--- src/rtl/contador_cm_uc_pkg.sv ---
// rtl/contador_cm_uc_pkg.sv - state codes and Moore output decode for the cm-counter control unit
package contador_cm_uc_pkg;

    // Codes are shared with the sensor FSM and the 7-seg debug decode.
    typedef enum logic [3:0] {
        INICIAL = 4'h0,
        PREPARA = 4'h1,
        AGUARDA = 4'h2,
        MEDE    = 4'h3,
        FINAL   = 4'h4,
        ERRO    = 4'hE
    } estado_t;

    typedef struct packed {
        logic zera_tick;
        logic zera_bcd;
        logic conta_tick;
        logic pronto;
        logic ocupado;
    } saidas_t;

    function automatic saidas_t decodifica(input estado_t estado);
        saidas_t s;
        s = '0;
        s.ocupado = (estado != INICIAL);
        case (estado)
            PREPARA: begin
                s.zera_tick = 1'b1;
                s.zera_bcd  = 1'b1;
            end
            MEDE:    s.conta_tick = 1'b1;
            FINAL:   s.pronto     = 1'b1;
            default: ;
        endcase
        return s;
    endfunction

endpackage

--- src/rtl/sincronizador_2ff.sv ---
// rtl/sincronizador_2ff.sv - two-flop synchronizer for a single asynchronous bit
module sincronizador_2ff (
    input  logic clock,
    input  logic reset_n,
    input  logic d,
    output logic q
);

    logic meta;

    always_ff @(posedge clock or negedge reset_n) begin
        if (!reset_n) begin
            meta <= 1'b0;
            q    <= 1'b0;
        end else begin
            meta <= d;
            q    <= meta;
        end
    end

endmodule

--- src/rtl/contador_cm_uc.sv ---
// rtl/contador_cm_uc.sv - control unit sequencing one echo measurement with timeout and overflow supervision
module contador_cm_uc
    import contador_cm_uc_pkg::*;
#(
    parameter int T_ESPERA = 1_000_000,
    parameter int T_ECO    = 1_500_000,
    parameter int NT       = 21
) (
    input  logic       clock,
    input  logic       reset_n,
    input  logic       medir,
    input  logic       echo,
    input  logic       fim_bcd,
    output logic       zera_tick,
    output logic       zera_bcd,
    output logic       conta_tick,
    output logic       pronto,
    output logic       erro,
    output logic       ocupado,
    output logic [3:0] db_estado
);

    localparam logic [NT-1:0] LIM_ESPERA = NT'(T_ESPERA - 1);
    localparam logic [NT-1:0] LIM_ECO    = NT'(T_ECO - 1);
    localparam logic [NT-1:0] UM         = NT'(1);

    logic          echo_s;
    estado_t       estado;
    estado_t       prox;
    logic [NT-1:0] timer;
    saidas_t       saidas;

    sincronizador_2ff u_sinc_echo (
        .clock   (clock),
        .reset_n (reset_n),
        .d       (echo),
        .q       (echo_s)
    );

    always_comb begin
        prox = estado;
        case (estado)
            INICIAL: if (medir) prox = PREPARA;
            PREPARA: prox = AGUARDA;
            AGUARDA: begin
                // A stale echo already high here counts as the rise.
                if (echo_s)                   prox = MEDE;
                else if (timer == LIM_ESPERA) prox = ERRO;
            end
            MEDE: begin
                // Overflow beats a simultaneous echo fall so no bogus distance is reported.
                if (fim_bcd)               prox = ERRO;
                else if (!echo_s)          prox = FINAL;
                else if (timer == LIM_ECO) prox = ERRO;
            end
            FINAL:   prox = INICIAL;
            ERRO:    prox = INICIAL;
            default: prox = INICIAL;
        endcase
    end

    // Outputs are registered from the next state so they line up with the state register.
    always_ff @(posedge clock or negedge reset_n) begin
        if (!reset_n) begin
            estado <= INICIAL;
            timer  <= '0;
            saidas <= '0;
            erro   <= 1'b0;
        end else begin
            estado <= prox;
            saidas <= decodifica(prox);

            if (prox != estado)
                timer <= '0;
            else if ((estado == AGUARDA || estado == MEDE) && timer != '1)
                timer <= timer + UM;

            if (estado == INICIAL && prox == PREPARA)
                erro <= 1'b0;
            else if (prox == ERRO && estado != ERRO)
                erro <= 1'b1;
        end
    end

    assign zera_tick  = saidas.zera_tick;
    assign zera_bcd   = saidas.zera_bcd;
    assign conta_tick = saidas.conta_tick;
    assign pronto     = saidas.pronto;
    assign ocupado    = saidas.ocupado;
    assign db_estado  = estado;

endmodule

--- config.mk ---
export PLATFORM = sky130hd
export DESIGN_NAME = contador_cm_uc
export DESIGN_NICKNAME = d
export VERILOG_FILES = /design/src/rtl/contador_cm_uc_pkg.sv /design/src/rtl/sincronizador_2ff.sv /design/src/rtl/contador_cm_uc.sv
export SDC_FILE = /design/constraint.sdc
export NUM_CORES = 1
export LEC_CHECK = 0
export ABC_CLOCK_PERIOD_IN_PS = 2950
export CAP_MARGIN = 30
export CORE_UTILIZATION = 50
export DETAILED_ROUTE_END_ITERATION = 8
export PLACE_DENSITY_LB_ADDON = 0.25
export SYNTH_ARGS = -nofsm -noshare
export SYNTH_HDL_FRONTEND = slang
export SYNTH_SLANG_ARGS = --single-unit
--- constraint.sdc ---
create_clock -name clock -period 2.95 [get_ports clock]
set_clock_uncertainty 0.2 [all_clocks]
set_input_delay 0.59 -clock clock [delete_from_list [all_inputs] [get_ports clock]]
set_output_delay 0.59 -clock clock [all_outputs]
set_load 0.02 [all_outputs]
; After elaboration in Yosys (flattened, before gate mapping)
; Index checks and enable logic that the tools add are counted.
; W data, S select, Z words.
[word_totals]
regBits = 33
out_inout_bits = 10
[classes]
reduce_logical = 8
add_sub_neg = 1
n_eq_ne = 12
muxes = 14
[op_table]
columns = op, count
row1 = $mux W21, 2
row2 = $mux W4, 6
row3 = $add A21 B1 Y21 const B, 1
row4 = $eq A21 B20 Y1 const B, 1
row5 = $eq A21 B21 Y1 const B, 1
row6 = $ne A21 B21 Y1 const B, 1
row7 = $pmux W4 S4, 1
row8 = $eq A4 B2 Y1 const B, 3
row9 = $eq A4 B1 Y1 const B, 2
row10 = $eq A4 B3 Y1 const B, 1
row11 = $eq A4 B4 Y1 const B, 1
row12 = $logic_not A4 Y1, 1
row13 = $mux W1, 4
row14 = $ne A4 B4 Y1, 1
row15 = $ne A4 B4 Y1 const B, 1
row16 = $reduce_bool A2 Y1, 2
row17 = $reduce_bool A4 Y1, 1
row18 = $logic_and A1 B1 Y1, 3
row19 = $mux W2, 1
row20 = $logic_or A1 B1 Y1, 1

; Logic depth before layout (Yosys ltp)
[depth]
depth_word = 9
mapped_depth = 8

; Cells and area by module
; From an unflattened synthesis, not the netlist that was laid out.
[unflattened]
cells_unflattened = 170
area_unflattened_um2 = 1765.4
[by_module_without_submodules]
columns = module, area_per_inst_um2, instances, cells_per_inst
row1 = contador_cm_uc, 1715.4, 1, 168
row2 = sincronizador_2ff, 50.0, 1, 2

; Worst setup path after synthesis
; Ideal clock, no wire load.
[synth_path]
path_type = register to register
start = register estado[3], in the netlist db_estado[3]
end = register timer[19]
setup_slack_ps = 619
stages_incl_launch_ff = 7
arrival_ps = 2020
path_cell_list = dfrtp_1 or2_1 clkbuf_1 nor2_2 o211ai_2 or4_1 a2111oi_2
[synth_between]
elab_chain_len = 6
[synth_rtl]
columns = element, line
row1 = start: declaration, contador_cm_uc.sv:28  ; estado_t estado;
row2 = start signal: assignment, contador_cm_uc.sv:70  ; estado <= prox;
row3 = $mux W4, contador_cm_uc.sv:54  ; else if (timer == LIM_ECO) prox = ERRO;
row4 = $mux W4, contador_cm_uc.sv:53  ; else if (!echo_s) prox = FINAL;
row5 = $mux W4, contador_cm_uc.sv:52  ; if (fim_bcd) prox = ERRO;
row6 = $pmux W4 S4, contador_cm_uc.sv:42  ; case (estado)
row7 = $ne A4 B4 Y1, contador_cm_uc.sv:73  ; if (prox != estado)
row8 = $mux W21 / $reduce_bool A2 Y1 (equally long branches), n/a
row9 = end signal: assignment, contador_cm_uc.sv:76  ; timer <= timer + UM;
row10 = end: declaration, contador_cm_uc.sv:30  ; logic [NT-1:0] timer;
; Several ways; a longest one is shown, not always the timed one.
; A chain may end at the register's enable or synchronous reset.

; Final worst setup path
[layout_path]
start = register timer[0]
end = register timer[17]
[layout_between]
elab_chain_len = 7
[layout_rtl]
columns = element, line
row1 = $eq A21 B21 Y1, contador_cm_uc.sv:54
row2 = $mux W4, contador_cm_uc.sv:54
row3 = $mux W4, contador_cm_uc.sv:53
row4 = $mux W4, contador_cm_uc.sv:52
row5 = $pmux W4 S4, contador_cm_uc.sv:42
row6 = $ne A4 B4 Y1, contador_cm_uc.sv:73
row7 = $mux W21 / $reduce_bool A2 Y1 (equally long branches), n/a
; Several ways; a longest one is shown, not always the timed one. The select of a mux whose other input is x is not followed.

==> flow_metrics.env <==
export IMPL_post_cts_setup_buffers=0
export IMPL_grt_pass1_vias=1300
export IMPL_post_synth_top_count_cell="dfrtp_1"
export IMPL_worstSkewPairLatency_ns=0.34
export IMPL_vias=1429
export IMPL_nets=194
export IMPL_synthSimpleGateAreaFrac_pct=24.3
export IMPL_outcome="finished clean"
export IMPL_r2r_end="timer[17]"
export IMPL_end_kind="register"
export IMPL_start_util_pct=52.5
export IMPL_stdcell_area_sq_mm=0.00204
export IMPL_post_route_cells_drive_above_1_share_pct=16.9
export IMPL_cts_resized=0
export IMPL_post_dp_hpwl_um=2590
export IMPL_reg2reg_from="timer[0]"
export IMPL_grt_overflow_total=0
export IMPL_synthCells=171
export IMPL_async_flop_share_pct=100
export IMPL_p_leak_nw=0.783
export IMPL_rr_worst_depth=6
export IMPL_die_area_sq_mm=0.00377
export IMPL_core_area_sq_mm=0.00336
export IMPL_htree_num_levels=2
export IMPL_min_period_ns=2.68
export IMPL_cts_buffer_depth=2
export IMPL_vias_per_cell=6.08
export IMPL_synth_top_cells_by_count="dfrtp_1 (32), nand2_1 (11), a211oi_1 (10)"
export IMPL_synth_compound_area_share_pct=20.9
export IMPL_portBuffers=14
export IMPL_yosys_area_top_type="dfrtp_1"
export IMPL_synth_top_family_by_area="simple AND/OR/NAND/NOR gates"
export IMPL_crit_required_ns=2.99
export IMPL_syn_nets=177
export IMPL_hold_class="reg -> reg"
export IMPL_rows=21
export IMPL_io_pins=15
export IMPL_synthXorXnorAreaFrac_pct=3.48
export IMPL_tns_ns=0
export IMPL_cts_buffers=5
export IMPL_synth_warnings=0
export IMPL_wl_per_cell_um=15.9
export IMPL_fmax_mhz=373
export IMPL_drtIter0Drc=52
export IMPL_ir_drop_uv=491
export IMPL_dp_cells=227
export IMPL_setup_viol=0
export IMPL_ant_nets=0
export IMPL_grt_pass1_wl_um=6180
export IMPL_slew_viol_final=0
export IMPL_synth_mux_area_share_pct=0.567
export IMPL_critPathMaxFanout=15
export IMPL_synthesis_area_sq_mm=0.00176
export IMPL_worstHoldStart="u_sinc_echo.meta"
export IMPL_cts_hold_buffers=0
export IMPL_grt_usage_pct=23.6
export IMPL_synthAdderAreaFrac_pct=0.709
export IMPL_worstPathArrival_ns=2.72
export IMPL_place_gp_congestion=0.860
export IMPL_min_path_cells=0
export IMPL_num_antenna_cells=0
export IMPL_die_w_um=61.4
export IMPL_tightest_slew_ns=0.570
export IMPL_power_density_mw_per_mm2=745
export IMPL_ys_ff_latch=32
export IMPL_slew_headroom_pct=61.9
export IMPL_crit_path_start_kind="register"
export IMPL_grt_max_degree=33
export IMPL_area_delta_synth_final_pct=15.4
export IMPL_drtPass1Iterations=4
export IMPL_clk_pin_slew_worst_paths_ns=0.11
export IMPL_netlist_top_cells_area="dfrtp_1 (45%), a211oi_1 (4.3%), xor2_1 (3.5%), a2111oi_2 (3.4%), or3_1 (3.2%)"
export IMPL_synth_edf_count=0
export IMPL_critPathLaunch="timer[0]"
export IMPL_tritoncts="built"
export IMPL_antenna_found_initial=0
export IMPL_fin_crit_sh_pct=90.9
export IMPL_root_buffer="clkbuf_4"
export IMPL_fp_dieH_um=61.4
export IMPL_reg2reg_slack_ns=0.27
export IMPL_syn_area_per_cell_sq_um=10.3
export IMPL_hold_slack_ns=0.164
export IMPL_rsz0062_at_grt="false"
export IMPL_nFillCells=287
export IMPL_routed_wl_um=3740
export IMPL_worstHoldEndpoint="u_sinc_echo.q"
export IMPL_instances_no_fill=235
export IMPL_synth_cell_types=48
export IMPL_synth_flop_cell="dfrtp_1"
export IMPL_yosysTopAreaCellShare_pct=45.4
export IMPL_max_cap_viol_count=0
export IMPL_ys_seq_area_share_pct=45.4
export IMPL_placed_cell_area_sq_mm=0.00196
export IMPL_hold_viol_final=0
export IMPL_cts_sinks=32
export IMPL_drc=0
export IMPL_worst_setup_path_type="reg -> reg"
[where the power goes]
| part | leakage (nW) | switching, mW | internal (mW) |
|---|---|---|---|
| Combinational | 0.311 | 0.389 | 0.242 |
| Clock | 0.0412 | 0.158 | 0.177 |
| Sequential | 0.431 | 0.0547 | 0.497 |
| Total | 0.783 | 0.602 | 0.916 |
[cells in the final DEF (no fill, tap or decap), types with 6 or more instances in the layout]
| cell type | count |
|---|---|
| or3_1 | 9 |
| o21ai_0 | 9 |
| dfrtp_1 | 32 |
| clkdlybuf4s50_1 | 14 |
| nor3_1 | 7 |
| xor2_1 | 7 |
| inv_1 | 7 |
| a211oi_1 | 10 |
| nand2_1 | 11 |
| nor4_1 | 6 |
| buf_4 | 6 |
[registers in the layout, indices dropped and copies added (netlist names)]
name              flops
conta_tick            1
db_estado             4
erro                  1
ocupado               1
pronto                1
timer                21
u_sinc_echo.meta      1
u_sinc_echo.q         1
zera_bcd              1
[metrics by stage]
stage	utilization, %	total power [mW]	setup slack (ns)
after CTS	60.5	1.52	0.290
after detailed placement	58.1	1.19	0.331
final	60.5	1.52	0.268
after floorplan	-	0.968	0.619
after global placement	58.1	1.17	0.480
after global routing	60.5	1.61	0.0286
[worst max-delay path by stage]
stage,to,slack (ns)
4_1_cts,timer[17],0.29
6_report,timer[17],0.27
2_1_floorplan,timer[19],0.62
5_1_grt,timer[17],0.03
3_5_place_dp,timer[17],0.33
3_3_place_gp,timer[17],0.48
[critical path: stages (launching register included)]
cell and delay [ns]:
dfrtp_1 0.40, ha_1 0.22, nand4_2 0.17, or3_1 0.52, o211ai_2 0.52, o21ai_0 0.23
a2111oi_2 0.31
[per-layer routing]
layer / global-route usage, % / part of all wire [%] / vias up
met5: 0 / 0 / -
li1: - / - / 694
met4: 12.1 / 1.6 / 0
met2: 36.0 / 49 / 30
met1: 30.8 / 46 / 699
met3: 6.72 / 3.7 / 6
[cells by family (layout without fill, tap and decap cells)]
| kind of cell | after synthesis | count (layout) |
|---|---|---|
| adders and majority gates | 1 | 1 |
| muxes | 1 | 1 |
| DFF | 32 | 32 |
| and+or+nand+nor | 68 | 68 |
| xor gates and xnor gates | 7 | 7 |
| AOI/OAI and AO/OA | 45 | 45 |
| buffers and inverters | 17 | 35 |
[layout make-up]
| cell class | count | area, sq um | share of cell area (%) |
|---|---|---|---|
| clock buffer | 5 | 37.5 | 1.84 |
| multi-input combinational | 122 | 886 | 43.5 |
| tap | 46 | 57.6 | 2.83 |
| inverter | 7 | 26.3 | 1.29 |
| clock inverter | 3 | 42.5 | 2.09 |
| timing repair buffer | 20 | 185 | 9.10 |
| sequential | 32 | 801 | 39.3 |
Power figures use the tool's default switching activity.
